**src/rtl/switch_selector_pkg.sv**
```systemverilog
// switch_selector_pkg: shared state encoding and SSRH bit map for the stage switch selector
package switch_selector_pkg;

    typedef enum logic [2:0] {
        IDLE,
        PICKUP,
        LATCHED,
        READ_WAIT,
        ACTIVE,
        RESETTING
    } state_t;

    localparam int SSR_W    = 15;
    localparam int ADDR_W   = 8;
    localparam int CNT_W    = 8;
    localparam int ADDR_LSB = 0;
    localparam int SEL_BASE = 8;
    localparam int RD_BIT   = 12;
    localparam int RST_BIT  = 13;

    // States whose exit is paced by the relay timer
    function automatic logic is_timed(input state_t s);
        return s inside {PICKUP, READ_WAIT, RESETTING};
    endfunction

endpackage

```
**src/rtl/switch_selector_relay_timer.sv**
```systemverilog
// switch_selector_relay_timer: loadable down-counter that strobes done on its last count
module switch_selector_relay_timer
    import switch_selector_pkg::*;
(
    input  logic             clk,
    input  logic             rst,
    input  logic             load,
    input  logic [CNT_W-1:0] load_val,
    output logic             done
);

    logic [CNT_W-1:0] cnt;

    // Load on state entry, then count down to zero and park there
    always_ff @(posedge clk) begin
        if (rst)
            cnt <= '0;
        else if (load)
            cnt <= load_val;
        else if (cnt != '0)
            cnt <= cnt - 1'b1;
    end

    // A load of N yields done on the N-th clock after the load edge
    assign done = cnt == CNT_W'(1);

endmodule

```
**src/rtl/switch_selector.sv**
```systemverilog
// switch_selector: one stage relay selector latching an SSRH address and issuing decoded channel commands
module switch_selector
    import switch_selector_pkg::*;
#(
    parameter int unsigned STAGE      = 0,
    parameter int unsigned PICKUP_CYC = 10,
    parameter int unsigned READ_DLY   = 5,
    parameter int unsigned RESET_CYC  = 10
) (
    input  logic              SIM_CLK,
    input  logic              SIM_RST,
    input  logic [SSR_W-1:0]  SSRH,
    output logic [ADDR_W-1:0] FB,
    output logic              CMD_VALID,
    output logic [ADDR_W-1:0] CMD_CHAN,
    output logic              BUSY,
    output logic [CNT_W-1:0]  CMD_COUNT
);

    logic [SSR_W-1:0]  ssr_q;
    logic [ADDR_W-1:0] latch;
    logic [ADDR_W-1:0] addr;
    logic              sel;
    logic              rd;
    logic              rs;
    logic              ssr_unused;
    state_t            state;
    state_t            nxt;
    logic              tmr_load;
    logic [CNT_W-1:0]  tmr_val;
    logic              tmr_done;

    // Register the drive lines once; every latency counts from this copy
    always_ff @(posedge SIM_CLK) begin
        if (SIM_RST)
            ssr_q <= '0;
        else
            ssr_q <= SSRH;
    end

    assign addr       = ssr_q[ADDR_LSB +: ADDR_W];
    assign sel        = ssr_q[SEL_BASE + STAGE];
    assign rd         = ssr_q[RD_BIT];
    assign rs         = ssr_q[RST_BIT];
    assign ssr_unused = ^ssr_q;

    // Next state: relay reset wins over deselect and read in every busy state
    always_comb begin
        nxt = state;
        case (state)
            IDLE:      nxt = (sel && !rs) ? PICKUP : IDLE;
            PICKUP:    nxt = rs ? RESETTING : !sel ? IDLE : tmr_done ? LATCHED : PICKUP;
            LATCHED:   nxt = rs ? RESETTING : rd ? READ_WAIT : LATCHED;
            READ_WAIT: nxt = rs ? RESETTING : !rd ? LATCHED : tmr_done ? ACTIVE : READ_WAIT;
            ACTIVE:    nxt = rs ? RESETTING : !rd ? LATCHED : ACTIVE;
            RESETTING: nxt = tmr_done ? IDLE : RESETTING;
            default:   nxt = IDLE;
        endcase
    end

    assign tmr_load = is_timed(nxt) && nxt != state;
    assign tmr_val  = nxt == PICKUP    ? CNT_W'(PICKUP_CYC) :
                      nxt == READ_WAIT ? CNT_W'(READ_DLY)   : CNT_W'(RESET_CYC);

    switch_selector_relay_timer u_timer (
        .clk      (SIM_CLK),
        .rst      (SIM_RST),
        .load     (tmr_load),
        .load_val (tmr_val),
        .done     (tmr_done)
    );

    // Relay latch, feedback and command outputs all move with the state register
    always_ff @(posedge SIM_CLK) begin
        if (SIM_RST) begin
            state     <= IDLE;
            latch     <= '0;
            FB        <= '1;
            CMD_VALID <= 1'b0;
            CMD_CHAN  <= '0;
            CMD_COUNT <= '0;
        end else begin
            state <= nxt;
            if (state == PICKUP && nxt == LATCHED) begin
                latch <= addr;
                FB    <= ~addr;
            end else if (state == RESETTING && nxt == IDLE) begin
                latch <= '0;
                FB    <= '1;
            end
            CMD_VALID <= nxt == ACTIVE;
            CMD_CHAN  <= nxt == ACTIVE ? latch : '0;
            if (nxt == ACTIVE && state != ACTIVE)
                CMD_COUNT <= CMD_COUNT + 1'b1;
        end
    end

    assign BUSY = state != IDLE;

endmodule

```
**config.mk**
```make
export PLATFORM = sky130hd
export DESIGN_NAME = switch_selector
export DESIGN_NICKNAME = d
export VERILOG_FILES = /design/src/rtl/switch_selector_pkg.sv /design/src/rtl/switch_selector_relay_timer.sv /design/src/rtl/switch_selector.sv
export SDC_FILE = /design/constraint.sdc
export NUM_CORES = 1
export LEC_CHECK = 0
export BUFFER_PORTS_ARGS = -buffer_cell sky130_fd_sc_hd__buf_2
export CAP_MARGIN = 10
export CORE_UTILIZATION = 49
export DETAILED_ROUTE_END_ITERATION = 12
export GPL_TIMING_DRIVEN = 0
export MAX_ROUTING_LAYER = met4
export PLACE_DENSITY = 0.74
export SYNTH_ARGS = -nofsm -noshare
export SYNTH_HDL_FRONTEND = slang
export SYNTH_HIERARCHICAL = 1
export SYNTH_SLANG_ARGS = --single-unit
```
**constraint.sdc**
```tcl
create_clock -name SIM_CLK -period 3.6 [get_ports SIM_CLK]
set_input_delay 0.18 -clock SIM_CLK [delete_from_list [all_inputs] [get_ports SIM_CLK]]
set_output_delay 0.18 -clock SIM_CLK [all_outputs]
set_load 0.01 [all_outputs]
```
==> results of run 1 <==
==> flip-flops by register name (all words and copies together) (netlist names) <==
signal,cells
ssr_q,11
CMD_CHAN,8
CMD_COUNT,8
FB,8
latch,8
u_timer/cnt,8
state,3
CMD_VALID,1
==> cell usage in the layout, fill, tap and decap left out, types with 2 or more instances in the layout <==
cell      Yosys  routed
nor2_1       18      18
clkbuf_8      0       5
nand2b_1     10      10
o31ai_1       5       5
or4_1         5       5
nor3b_1       2       2
nor2_2        2       2
mux2i_1       3       3
nor4_2        2       2
ha_1          4       4
or3_1         3       3
o21ai_0      12      12
nand3b_1      4       4
a211oi_2      4       4
nor2b_1      16      16
inv_1         7       7
and2_1        8       8
nand4_1       2       2
buf_4         2       5
nand3_1       4       4
xnor2_1       5       5
clkbuf_1      5       4
buf_6         2       2
a21oi_1      20      20
a31oi_1       2       2
dfxtp_1      55      55
conb_1        1       4
nand2_1      21      21
nor4_4        2       2
buf_2         3      41
==> cell type report <==
type	count	area [um^2]
clock inverter	2	37.54
sequential	55	1101
clock buffer	5	68.82
timing repair buffer	41	212.7
buffer	12	72.57
multi-input combinational	177	1157
fill	393	1699
tap	52	65.06
inverter	8	30.03
==> per-stage QoR <==
| stage | hold WS (ns) | setup TNS, ns | instances |
|---|---|---|---|
| floorplan | 0.2491 | 0 | 252 |
| global placement | 0.3878 | -0.7493 | 342 |
| detailed placement | 0.3955 | -0.7380 | 342 |
| CTS | 0.07499 | 0 | 349 |
| global route | 0.08091 | -0.03045 | 352 |
| finish | 0.07689 | 0 | 352 |
==> metal layers <==
layer	vias to the layer above	track usage [%]	part of all wire, %
li1	961	-	-
met1	844	27.59	48
met2	51	32.91	45
met3	6	4.558	5.1
met4	0	7.111	1.2
met5	-	-	0
==> critical path, stage by stage (launching register included) <==
cell and delay (ns):
dfxtp_1 0.34, or4_4 0.60, nor4b_4 0.37, buf_4 0.19, nand3_1 0.13, mux2i_1 0.20, a2bb2oi_2 0.10, mux2_2 0.27
a31oi_1 0.18, clkbuf_2 0.21, nand2b_1 0.17, nor4_4 0.06, or2_1 0.23, buf_6 0.14, a211oi_2 0.13
==> cell families (layout without fill, tap and decap cells) <==
family	after synthesis	in the layout	share of synthesized area (%)
AOI/OAI and AO/OA	53	53	14.62
xor gates and xnor gates	6	6	2.258
adders and majority gates	4	4	2.151
buffers and inverters	20	68	4.355
DFF	55	55	47.31
muxes	5	5	2.258
other	1	4	0.1611
and+or+nand+nor	105	105	26.88
==> repair_timing <==
action | CTS | global route
setup buffers | 0 | 3
gates cloned | 0 | 0
gates resized for setup | 1 | 2
endpoints found under the setup margin | 7 | 7
pin swaps | 1 | 1
==> final timing paths <==
check | slack, ns | cells after the start | start | to
min | 0.08 | 2 | SSRH[4] | ssr_q[4]$_SDFF_PP0_
max | 0.20 | 14 | u_timer/cnt[4]$_SDFFE_PP0P_ | u_timer/cnt[5]$_SDFFE_PP0P_
min reg2reg | 0.46 | 2 | latch[2]$_SDFFE_PP0P_ | latch[2]$_SDFFE_PP0P_
max reg2reg | 0.20 | 14 | u_timer/cnt[4]$_SDFFE_PP0P_ | u_timer/cnt[5]$_SDFFE_PP0P_
==> power by group through the flow <==
stage	sequential (mW)	clock (mW)	combinational, mW
floorplan	0.719	0	0.311
finish	0.721	0.390	0.387
global route	0.730	0.426	0.430
detailed placement	0.732	0	0.361
CTS	0.721	0.402	0.372
global placement	0.730	0	0.355
==> results.cfg, run 1 <==
[outcome]
status = finished clean

[drt]
wl_per_cell_um = 13.07
first_iter_violations = 126
postRouteAntennaNets = 0
first_pass_iters = 7
num_vias = 1862
drc = 0
totalWireLength_um = 4599
viasPerCell = 5.290

[synth]
synthTopCellsByArea = dfxtp_1, a21oi_1, nor2b_1
syn_area_um2 = 2327
yosysTopAreaCell = dfxtp_1
netlist_top_cells_count = dfxtp_1, nand2_1, a21oi_1, nor2_1, nor2b_1
yosys_register_bits = 55
synth.yosys.seq_area_share_pct = 47.31
yosysMostFrequentCell = dfxtp_1
synth_edf_count = 0
synth_cells = 249
synth_top_area_share_pct = 47.31
async_flop_share_pct = 0
netlist-cell-type-count = 49
synth_warnings = 6
ys.flop_type = dfxtp_1
avgSynthCellArea_um2 = 9.346

[cts]
cts_hold_buf = 0
clock_path_buffers = 2
root_buffer = clkbuf_8
numCtsBuffers = 5
cts.sinks = 55
clk_pin_slew_worst_paths_ns = 0.09
cts_tree = yes
htree_levels = 2
worstSkewPairLatency_ns = 0.30

[setup_path]
critPathLaunchType = flop
path_max_fanout = 8
crit_arrival_ns = 3.62
cp.required_ns = 3.83
critPathCaptureType = flop
worstSetupPathType = flop to flop

[placement]
hpwl_um = 3204
pre_cts_ws_ns = -0.1482
gp_congestion = 0.8643
dpl_cell_area_um2 = 2600
io_buffers = 38

[finish]
drive_gt1_share_pct = 24.00
area_growth_pct = 17.96
n_antenna_cell = 0
nNetsFinal = 321
postLayoutCoreUtil_pct = 61.77
fin_area_um2 = 2745

[pwr]
clockPowerShare_pct = 26.1
switching_share_pct = 29.30
p_leak_nw = 1.084
ir_worst_vdd_uv = 293.1
combPwrFrac_pct = 25.8
power_frac_seq_pct = 48.1
total_power_mw = 1.499
power_density_nw_per_um2 = 545.9
p_int_mw = 1.060
p_sw_mw = 0.4390

[floorplan]
die_h_um = 70.92
design.core.area_um2 = 4444
io-pin-count = 43
die-area_um2 = 5029
initial_utilization_pct = 52.36
die_w_um = 70.92
std_cell_rows = 24

[sta]
skew_ns = 0.006854
period_share_pct = 94.34
tightestPinTransition_ns = 0.7337
finalHoldViolations = 0
min_period_ns = 3.396
setup_ws_ns = 0.2036
finalMaxSlewViolations = 0
finalSetupViolations = 0
slew-limit-headroom_pct = 50.86
fmax_ghz = 0.2944

[global_route]
grt_pass1_wl_um = 8238
grt_overflow_total = 0
antenna_found_initial = 0
grt_use_total_pct = 21.21
grt_max_degree = 17
grt_pass1_vias = 1793

[min_path]
min_path_type = input pin to flop

[flow_run]
maxCapViolCount = 0
Note: power is estimated with default switching activity, not from simulation.
==> run 2, diff against run 1 <==
CORE_UTILIZATION = 48   (was 49)
REMOVE_ABC_BUFFERS = 1   (was unset)
SYNTH_HIERARCHICAL = unset   (was 1)
==> results.cfg, run 2 <==
[global_route]
grt_max_degree = 34
grt_overflow_total = 0
grt_pass1_wl_um = 6465
antenna_found_initial = 0
grt_pass1_vias = 1398
grt_use_total_pct = 17.20

[sta]
finalSetupViolations = 0
skew_ns = 0.007293
fmax_ghz = 0.4006
tightestPinTransition_ns = 0.7959
rsz0062_at_grt = no
setup-tns-final_ns = 0
setup_ws_ns = 1.104
period_share_pct = 69.35
finalMaxSlewViolations = 0
min_period_ns = 2.496
finalHoldViolations = 0
slew-limit-headroom_pct = 46.69
hold_ws_ns = 0.07440

[cts]
cts_tree = yes
worstSkewPairLatency_ns = 0.31
cts_hold_buf = 0
root_buffer = clkbuf_8
clk_pin_slew_worst_paths_ns = 0.10
htree_levels = 2
clock_path_buffers = 2
cts.sinks = 55
numCtsBuffers = 5
cts_resized = 0
cts_setup_buffers = 0

[synth]
avgSynthCellArea_um2 = 9.286
muxShareOfSynthArea_pct = 0.4587
yosys_register_bits = 55
yosysMostFrequentCell = dfxtp_1
synth_top_family_by_area = simple AND/OR/NAND/NOR gates
synth_top_area_share_pct = 50.46
ys.flop_type = dfxtp_1
synthTopCellsByArea = dfxtp_1, nand2_1, a21oi_1
synth_cells = 235
synth.yosys.seq_area_share_pct = 50.46
synthXorXnorAreaFrac_pct = 3.211
syn_area_um2 = 2182
synth_edf_count = 0
yosysTopAreaCell = dfxtp_1
yosys.area_share.adder_pct = 1.720
synth_warnings = 0
yosys.area_share.simple_pct = 28.84
async_flop_share_pct = 0
synth-compound-area-share_pct = 12.84
netlist_top_cells_count = dfxtp_1, nand2_1, a21oi_1, nor2b_1, o21ai_0
netlist-cell-type-count = 46

[placement]
hpwl_um = 2636
io_buffers = 38
pre_cts_ws_ns = 1.120
gp_congestion = 0.8357
dpl_cell_area_um2 = 2395

[setup_path]
slowest_delay_ns = 0.49
cp.required_ns = 3.84
critPathSlowestCell = nor3b_1
r2r_slack_ns = 1.10
reg2regPathDepth = 8
worstSetupPathType = flop to flop
critPathCaptureType = flop
startpoint = u_timer.cnt[1]$_SDFFE_PP0P_
critPathLaunchType = flop
r2r-start = u_timer.cnt[1]$_SDFFE_PP0P_
crit_top_cell = nor3b_1
worstPathCellList = inv_1 > ha_1 > nor3b_1 > and2_2 > a21oi_1 > nor3b_1 > a31oi_1 > nand2_1
timing.rr.end = FB[7]$_SDFFE_PP1P_
path_max_fanout = 8
crit_arrival_ns = 2.74
critPathCapture = FB[7]$_SDFFE_PP1P_

[drt]
wl_per_cell_um = 12.12
first_iter_violations = 110
first_pass_iters = 4
num_vias = 1669
totalWireLength_um = 3916
drc = 0
viasPerCell = 5.167
postRouteAntennaNets = 0

[floorplan]
std_cell_rows = 24
die_h_um = 69.43
design.core.area_um2 = 4354
io-pin-count = 43
die_w_um = 69.43
die-area_um2 = 4820
initial_utilization_pct = 50.11

[pwr]
p_int_mw = 0.9753
p_sw_mw = 0.4562
switching_share_pct = 31.87
p_leak_nw = 1.012
clockPowerShare_pct = 25.0
ir_worst_vdd_uv = 413.3
power_density_nw_per_um2 = 574.7
power_frac_seq_pct = 50.2
combPwrFrac_pct = 24.8

[finish]
nNetsFinal = 290
drive_gt1_share_pct = 20.66
largest_register_ffs = 11
layout_common_cells = dfxtp_1, buf_2, nand2_1, a21oi_1, nor2b_1
layout_commonest_cell = dfxtp_1
top_register = ssr_q
multi_input_area_um2 = 1027
area_growth_pct = 14.16
fillerInstances = 385
n_antenna_cell = 0
fin_area_um2 = 2491
register_area_um2 = 1101

[min_path]
min_path_type = input pin to flop

[outcome]
status = finished clean

[flow_run]
maxCapViolCount = 0
[run 2: power groups by stage]
stage / clock network [mW] / logic [mW] / registers, mW
floorplan: 0 / 0.295 / 0.721
global placement: 0 / 0.351 / 0.729
detailed placement: 0 / 0.352 / 0.731
CTS: 0.371 / 0.356 / 0.718
global route: 0.397 / 0.406 / 0.726
finish: 0.358 / 0.355 / 0.718
[run 2: worst min path at each step]
stage | slack, ns | end | depth (start not counted) | from
final | 0.07 | ssr_q[8]$_SDFF_PP0_ | 2 | SSRH[8]
after global routing | 0.07 | ssr_q[13]$_SDFF_PP0_ | 2 | SSRH[13]
after CTS | 0.06 | ssr_q[8]$_SDFF_PP0_ | 2 | SSRH[8]
after detailed placement | 0.39 | ssr_q[8]$_SDFF_PP0_ | 2 | SSRH[8]
after global placement | 0.39 | ssr_q[0]$_SDFF_PP0_ | 2 | SSRH[0]
after floorplan | 0.25 | CMD_COUNT[3]$_SDFFE_PP0P_ | 1 | SIM_RST
[run 2: kinds of logic after synthesis]
kind of cell    Yosys count
compound gates           47
xor+xnor                  8
fa+ha+maj                 3
buf+inv                  13
flops                    55
mux                       1
simple gates            108
[run 2: metal layers]
layer | part of all wire (%) | wire length (um) | track usage [%] | up-vias
li1 | - | - | - | 894
met1 | 51 | 1981 | 23.03 | 733
met2 | 45 | 1747 | 25.03 | 38
met3 | 3.9 | 153 | 4.797 | 4
met4 | 0.87 | 34 | 5.896 | 0
met5 | 0 | 0 | - | -
[run 2: layout make-up]
cell class                      instances  share of cell area [%]
Tap cell                               52                   2.612
Sequential cell                        55                   44.20
Clock inverter                          3                   1.105
Timing Repair Buffer                   38                   7.634
Multi-Input combinational cell        167                   41.24
Inverter                                3                  0.4520
Clock buffer                            5                   2.762
[run 2: stage by stage]
stage,instances,total power [mW],util [%]
after floorplan,225,1.015,-
after CTS,323,1.445,57.21
after global placement,315,1.081,55.00
after detailed placement,315,1.084,55.00
after global routing,323,1.529,57.21
final,323,1.432,57.21
[run 2: worst max-delay path, delay by kind of cell, from the launching register on]
kind            cells  cell delay, ns
compound gates      2            0.48
flops               1            0.33
buf+inv             1            0.09
simple gates        4            1.37
fa+ha+maj           1            0.15
==> run 3, diff against run 2 <==
CORE_UTILIZATION = 53   (was 48)
PLACE_DENSITY = 0.77   (was 0.74)
clock period = 2.3 ns   (was 3.6 ns; I/O delays follow)
==> results.cfg, run 3 (synthesis results as in run 2) <==
[drt]
first_pass_iters = 4
totalWireLength_um = 4266
viasPerCell = 5.511
wl_per_cell_um = 13.13
postRouteAntennaNets = 0
first_iter_violations = 76
num_vias = 1791
drc = 0

[finish]
layout_common_cells = dfxtp_1, buf_2, nand2_1, a21oi_1, nor2b_1
fin_area_um2 = 2575
layout_commonest_cell = dfxtp_1
largest_register_ffs = 11
drive_gt1_share_pct = 25.27
top_register = ssr_q
nNetsFinal = 296
n_antenna_cell = 0
fin_cells = 325
area_growth_pct = 18.00

[floorplan]
die-area_um2 = 4378
io-pin-count = 43
initial_utilization_pct = 57.44
die_h_um = 66.17
die_w_um = 66.17
std_cell_rows = 22
design.core.area_um2 = 3799

[sta]
slew-limit-headroom_pct = 59.28
min_period_ns = 2.281
period_share_pct = 99.19
skew_ns = 0.01508
setup_ws_ns = 0.01853
finalMaxSlewViolations = 0
finalSetupViolations = 0
tightestPinTransition_ns = 0.6108
finalHoldViolations = 0
fmax_ghz = 0.4383
rsz0062_at_grt = yes

[cts]
clock_path_buffers = 2
clk_pin_slew_worst_paths_ns = 0.10
cts_hold_buf = 0
numCtsBuffers = 5
root_buffer = clkbuf_8
htree_levels = 2
worstSkewPairLatency_ns = 0.32
cts_tree = yes
cts.sinks = 55

[global_route]
grt_util_met1_pct = 23.76
met3_usage_pct = 4.828
grt_pass1_vias = 1562
grt_util_met2_pct = 36.35
grt_max_degree = 34
grt_use_total_pct = 21.24
antenna_found_initial = 0
grt_pass1_wl_um = 6755
grt-busiest-layer = met2
grt_overflow_total = 0

[placement]
gp_congestion = 0.8567
io_buffers = 38
hpwl_um = 2820
pre_cts_ws_ns = -0.2048
dpl_cell_area_um2 = 2390
placedCellCount = 311

[setup_path]
critPathLaunchType = flop
worstSetupPathType = flop to flop
crit_arrival_ns = 2.53
r2r_slack_ns = 0.02
cp.required_ns = 2.55
path_max_fanout = 5
critPathCaptureType = flop

[pwr]
power_density_nw_per_um2 = 886.0
total_power_mw = 2.281
p_leak_nw = 1.049
ir_worst_vdd_uv = 752.2

[outcome]
status = finished clean

[flow_run]
maxCapViolCount = 0

[min_path]
min_path_type = input pin to flop
[run 3: changes by cell type in the layout (fill, tap and decap cells not counted), moves of 2 or more]
| cell | change |
|---|---|
| nor3b_1 | -2 |
| dfxtp_2 | +2 |
| dfxtp_1 | -2 |
| buf_4 | +5 |
[run 3: through the flow]
step / util (%) / hold slack, ns / setup TNS (ns)
CTS: 65.81 / 0.003986 / 0
global route: 67.79 / 0.01244 / -0.3513
global placement: 62.91 / 0.3229 / -2.683
finish: 67.79 / 0.008303 / 0
floorplan: - / 0.1841 / 0
detailed placement: 62.91 / 0.3266 / -3.672
[run 3: final timing paths]
check / start / endpoint / depth (start not counted)
max: u_timer.cnt[1]$_SDFFE_PP0P_ / CMD_COUNT[4]$_SDFFE_PP0P_ / 9
min: SSRH[13] / ssr_q[13]$_SDFF_PP0_ / 2
max reg2reg: u_timer.cnt[1]$_SDFFE_PP0P_ / CMD_COUNT[4]$_SDFFE_PP0P_ / 9
min reg2reg: latch[1]$_SDFFE_PP0P_ / CMD_CHAN[1]$_SDFF_PP0_ / 1
[run 3: layer usage]
| layer | vias up | part of all wire (%) |
|---|---|---|
| met3 | 7 | 4.5 |
| li1 | 911 | - |
| met5 | - | 0 |
| met4 | 0 | 1.5 |
| met2 | 47 | 48 |
| met1 | 826 | 46 |
[run 3: cell type report]
| class | instances | area, um^2 |
|---|---|---|
| multi-input combinational | 168 | 1081 |
| tap | 48 | 60.06 |
| inverter | 3 | 11.26 |
| clock buffer | 5 | 68.82 |
| fill | 323 | 1224 |
| clock inverter | 3 | 22.52 |
| sequential | 55 | 1104 |
| timing repair buffer | 43 | 227.7 |
[run 3: critical path, cell delays in order, from the launching register on]
cell	delay, ns
dfxtp_2	0.34
inv_1	0.07
ha_1	0.19
nor3b_4	0.16
and2_2	0.23
o211ai_1	0.37
buf_4	0.19
nand4_1	0.16
or3_1	0.36
a21oi_1	0.15
[run 3: what timing repair did]
action                                  CTS  global route
gates resized for setup                   5             6
pin swaps                                 1             3
gates cloned                              0             1
endpoints found under the setup margin   31            27
buffers inserted                          0             5
[run 3: power by group]
group | switching (mW) | internal (mW) | leakage, nW
Combinational | 0.301 | 0.311 | 0.551
Clock | 0.316 | 0.219 | 0.0485
Sequential | 0.101 | 1.03 | 0.449
